$ cat src/rtl/queen_pkg.sv
// Shared types and constants for the N-queens response checker.
package queen_pkg;

  localparam int N_DEF  = 12;
  localparam int DIAG_W = 5;

  typedef enum logic [2:0] {
    ERR_OK      = 3'd0,
    ERR_RANGE   = 3'd1,
    ERR_GIVEN   = 3'd2,
    ERR_ROW     = 3'd3,
    ERR_DIAG    = 3'd4,
    ERR_SHORT   = 3'd5,
    ERR_LONG    = 3'd6,
    ERR_TIMEOUT = 3'd7
  } err_e;

  typedef enum logic [2:0] {
    IDLE,
    LOAD,
    WAIT,
    COLLECT,
    REPORT
  } state_e;

endpackage

$ cat src/rtl/queen_conflict_tracker.sv
// Row and diagonal occupancy masks for the queens placed so far in one solution.
module queen_conflict_tracker
  import queen_pkg::*;
#(
  parameter int N = N_DEF
) (
  input  logic       clk,
  input  logic       clear,
  input  logic       mark,
  input  logic [3:0] col,
  input  logic [3:0] row,
  output logic       row_hit,
  output logic       diag_hit
);

  localparam int D = 2 * N - 1;

  logic [N-1:0]      row_used;
  logic [D-1:0]      diag_a;
  logic [D-1:0]      diag_b;
  logic [DIAG_W-1:0] idx_a;
  logic [DIAG_W-1:0] idx_b;
  logic              row_ok;
  logic              a_ok;
  logic              b_ok;

  // Out-of-range rows produce indices past the masks; those are masked off here.
  assign idx_a  = DIAG_W'(row) + DIAG_W'(col);
  assign idx_b  = DIAG_W'(row) + DIAG_W'(N - 1) - DIAG_W'(col);
  assign row_ok = int'(row) < N;
  assign a_ok   = int'(idx_a) < D;
  assign b_ok   = int'(idx_b) < D;

  assign row_hit  = row_ok && row_used[row];
  assign diag_hit = (a_ok && diag_a[idx_a]) || (b_ok && diag_b[idx_b]);

  always_ff @(posedge clk) begin
    if (clear) begin
      row_used <= '0;
      diag_a   <= '0;
      diag_b   <= '0;
    end else if (mark) begin
      if (row_ok) row_used[row] <= 1'b1;
      if (a_ok)   diag_a[idx_a] <= 1'b1;
      if (b_ok)   diag_b[idx_b] <= 1'b1;
    end
  end

endmodule

$ cat config.mk
export PLATFORM = sky130hd
export DESIGN_NAME = queen_conflict_tracker
export DESIGN_NICKNAME = d
export VERILOG_FILES = /design/src/rtl/queen_pkg.sv /design/src/rtl/queen_conflict_tracker.sv
export SDC_FILE = /design/constraint.sdc
export NUM_CORES = 1
export LEC_CHECK = 0
export BUFFER_PORTS_ARGS = -buffer_cell sky130_fd_sc_hd__buf_2
export CAP_MARGIN = 10
export CELL_PAD_IN_SITES_DETAIL_PLACEMENT = 1
export CELL_PAD_IN_SITES_GLOBAL_PLACEMENT = 1
export CORE_ASPECT_RATIO = 0.8
export CORE_UTILIZATION = 42
export CTS_CLUSTER_DIAMETER = 200
export DETAILED_ROUTE_END_ITERATION = 16
export PLACE_DENSITY = 0.76
export RECOVER_POWER = 100
export SLEW_MARGIN = 15
export SYNTH_ARGS = -nofsm -noshare
export SYNTH_HDL_FRONTEND = slang
export SYNTH_SLANG_ARGS = --single-unit
$ cat constraint.sdc
create_clock -name clk -period 5.9 [get_ports clk]
set_input_delay 1.77 -clock clk [delete_from_list [all_inputs] [get_ports clk]]
set_output_delay 1.77 -clock clk [all_outputs]
set_load 0.01 [all_outputs]
==> key figures <==
Timing
  • Tcrit/Tclk final: between 90% and 100%
  • Worst Max-Slew Pin Slew: roughly 2500 ps
  • Peak Freq: ~170 MHz
  • Slew margin rel.: -65.8%
  • Final hold violations: 0
  • Final Skew: 0 ps
  • Slew Viols, Final: between 50 and 60
  • Fin Setup TNS: 0 ps
  • Setup Viol. Count Final: 0
  • Min Tclk post-route: slightly below 6000 ps

CTS
  • Clk slew on worst S/H paths: approximately 60 ps
  • Clock Sinks: 58
  • CTS root buf: clkbuf_8
  • Worst-Skew Late Latency: roughly 330 ps
  • CTS tree: yes
  • CTS Buffer Depth: 2
  • H-tree depth: 3
  • Clock buffer count from CTS: 9

Power and ir drop
  • Power, Total: ~1 mW
  • Flop pwr share: around 41%
  • Clock share of power: between 30% and 40%
  • P per Cell Area: 290 mW/mm^2
  • Switching power: 0.288 mW
  • Sw frac: ~29%
  • Comb power frac: around 22%
  • Leak Pwr: 1.34 nW
  • Internal: about 0.7 mW
  • Worst-case vdd ir drop: roughly 0.14 mV

Synthesis
  • Seq/Total Area, Yosys: between 30% and 40%
  • Synth warn: 0
  • Main area contributors after synthesis: dfxtp_1 (39%), nor2_1 (8.4%), mux4_2 (7.6%), a21oi_1 (6.9%), ha_1 (4.2%)
  • Synthesis-stage register bit count: between 50 and 60
  • Synthesized Nets: between 300 and 400
  • Synth top cells by count: nor2_1 (67), dfxtp_1 (58), a21oi_1 (41), clkbuf_1 (21)
  • FFs w/ async S/R, synth: 0%
  • Area share of the largest cell type after synthesis: about two fifths
  • Syn avg cell area: between 8 and 9 sq um
  • Post-Synthesis Cell Area: 0.00298 sq mm
  • Post-Synthesis Cells: between 300 and 400
  • Post-synth EDFFs: 0
  • Yosys cell types: 45
  • Area leader, netlist: dfxtp_1
  • Top_reg_cell synth: dfxtp_1
  • Top-count cell post-synth: nor2_1

Critical path
  • CP most frequent cell: buf_2
  • Reg2Reg Depth: 2
  • WS Path Type: in -> out
  • CP Buf/Inv Count: 4
  • Critical Path Max Stage Delay: ~480 ps
  • CP endpoint kind: output port
  • Top cell family by delay on the critical path: adder cells
  • Worst reg2reg path startpoint: diag_b[13]
  • Worst r2r dst: diag_b[13]
  • Crit start category: input pin
  • Arrival time worst endpoint: a little over 4000 ps
  • Worst path cell trace: buf_2, inv_1, ha_4, ha_2, fa_1, inv_2, mux4_2, and2_0, a311o_1, buf_2
  • Worst-path fanout max: 2
  • FF-to-FF setup slack: ~5000 ps
  • WP data required: just over 4000 ps
  • Slowest cell on crit path: fa_1

Cells and area
  • Area Overhead vs Synth: 14.6%
  • Post-layout util: between 40 and 50%
  • N_diodes: 0
  • Post-route cell area: approximately 0.0034 sq mm
  • Filler instances: ~830
  • Nets: between 300 and 400
  • Share of layout cells above drive strength 1: 16.8%

Global route
  • Initial antenna violation count: 0
  • Remaining Overflow, GRT: 0
  • Pin count of the biggest net entering global routing: just under 60
  • GRT Total Usage: about a quarter
  • First-pass GRT wire length: 13100 microns
  • Vias in the first global route: between 2000 and 3000

Outcome
  • Status: finished, violations left
  • Failing checks: capacitance limit, slew limit

Floorplan
  • Die height: about 77 microns
  • Die span in x: 96.1 microns
  • Standard-cell rows: 27
  • # IOs: 13
  • Die area: approximately 0.0074 sq mm
  • Initial Util: a little over two fifths
  • Core outline area: approximately 0.0069 sq mm

Worst hold path
  • HP Class: reg -> reg
  • Hold endpoint: diag_a[15]
  • Worst hold path stage count: 2
  • Hold Crit Start: diag_a[15]

Detailed routing
  • Total iterations of the first detailed-routing run: 4
  • # DRC: 0
  • Total vias in the final route: ~2600
  • Wire per inst: between 15 and 20 microns
  • Antenna-violating nets left: 0
  • Total Routed Length: between 7000 and 8000 microns
  • Via/cell ratio: approximately 5.8
  • Initial DRC Count: between 100 and 150

Run
  • Max cap viols: 1

Placed design
  • IO Port Bufs: 12
  • Area after DPL: ~0.0032 sq mm
  • GPL Wtd Cong: approximately 0.84
  • Dpl hpwl: 5530 microns
-- through the flow --
stage / hold slack (ps) / setup slack [ps] / cells
2_1_floorplan: 422 / 102 / 338
3_3_place_gp: 441 / 41.8 / 430
3_5_place_dp: 447 / 24.4 / 430
4_1_cts: 456 / 10.6 / 444
5_1_grt: 478 / -0.629 / 445
6_report: 455 / 96.3 / 445
-- how the worst max path moves through the flow --
stage	slack, ps	cells after the start	from	to
6_report	100	10	col[1]	diag_hit
5_1_grt	-0.6	11	row[2]	diag_hit
4_1_cts	10	11	col[1]	diag_hit
3_5_place_dp	20	9	row[1]	diag_hit
3_3_place_gp	40	9	row[1]	diag_hit
2_1_floorplan	100	9	row[2]	diag_hit
-- flip-flops by register name, indices dropped and copies added (netlist names) --
register / cells
diag_b: 23
row_used: 12
diag_a: 23
-- what timing repair did --
item,4_1_cts,5_1_grt
gates resized for setup,2,7
pin swaps,1,1
setup buffers,0,1
cloned,0,0
hold buffers,0,0
endpoints found under the setup margin,1,1
-- power by group through the flow --
stage               registers [mW]  logic (mW)  clock network (mW)
global route                 0.410       0.238               0.393
CTS                          0.409       0.211               0.374
floorplan                    0.415       0.142                   0
detailed placement           0.417       0.208                   0
finish                       0.409       0.217               0.365
global placement             0.417       0.204                   0
-- placed cells by master, fill, tap and decap left out, types with 3 or more instances in the layout --
| master | Yosys | final |
|---|---|---|
| a21oi_1 | 41 | 41 |
| a221oi_1 | 3 | 3 |
| a31oi_1 | 17 | 17 |
| a41oi_1 | 8 | 8 |
| and2_1 | 3 | 3 |
| and3_1 | 4 | 4 |
| buf_2 | 3 | 11 |
| buf_4 | 0 | 15 |
| clkbuf_1 | 21 | 4 |
| clkbuf_8 | 0 | 11 |
| dfxtp_1 | 58 | 58 |
| ha_1 | 10 | 8 |
| inv_1 | 17 | 16 |
| mux4_1 | 3 | 3 |
| mux4_2 | 10 | 10 |
| nand2_1 | 6 | 6 |
| nand2b_1 | 3 | 3 |
| nand3_1 | 6 | 6 |
| nor2_1 | 67 | 67 |
| nor2b_1 | 10 | 10 |
| o21ai_0 | 8 | 8 |
| xnor2_1 | 5 | 3 |
-- worst min-delay path: stages, from the launching register on --
cell and delay (ps):
dfxtp_1 310, inv_1 50, a21oi_1 50
-- kinds of logic (layout without fill, tap and decap cells) --
group / count (synthesis) / in the layout / synth area share [%]
xor+xnor: 6 / 6 / 1.76
fa+ha+maj: 13 / 13 / 5.88
simple gates: 114 / 114 / 18.1
buf+inv: 43 / 63 / 5.80
mux: 16 / 16 / 11.2
flops: 58 / 58 / 39.0
compound gates: 88 / 88 / 18.3
-- metal layers --
layer / vias to the layer above / wire length (microns) / GRT usage [%]
li1: 1241 / - / -
met1: 1274 / 3930 / 33.6
met2: 47 / 3670 / 35.2
met3: 2 / 283 / 6.25
met4: 0 / 30 / 5.67
met5: - / 0 / 0
-- cell type report --
type / instances / area [sq um] / share of cell area [%]
multi-input cells: 237 / 1690 / 49.4
flip-flops and latches: 58 / 1160 / 34.0
repair buffers: 32 / 201 / 5.90
clock buffers: 11 / 151 / 4.44
well taps: 87 / 109 / 3.19
inverters: 17 / 63.8 / 1.87
clock inverters: 3 / 40.0 / 1.17
No activity file was read; power rests on OpenSTA's default activity.
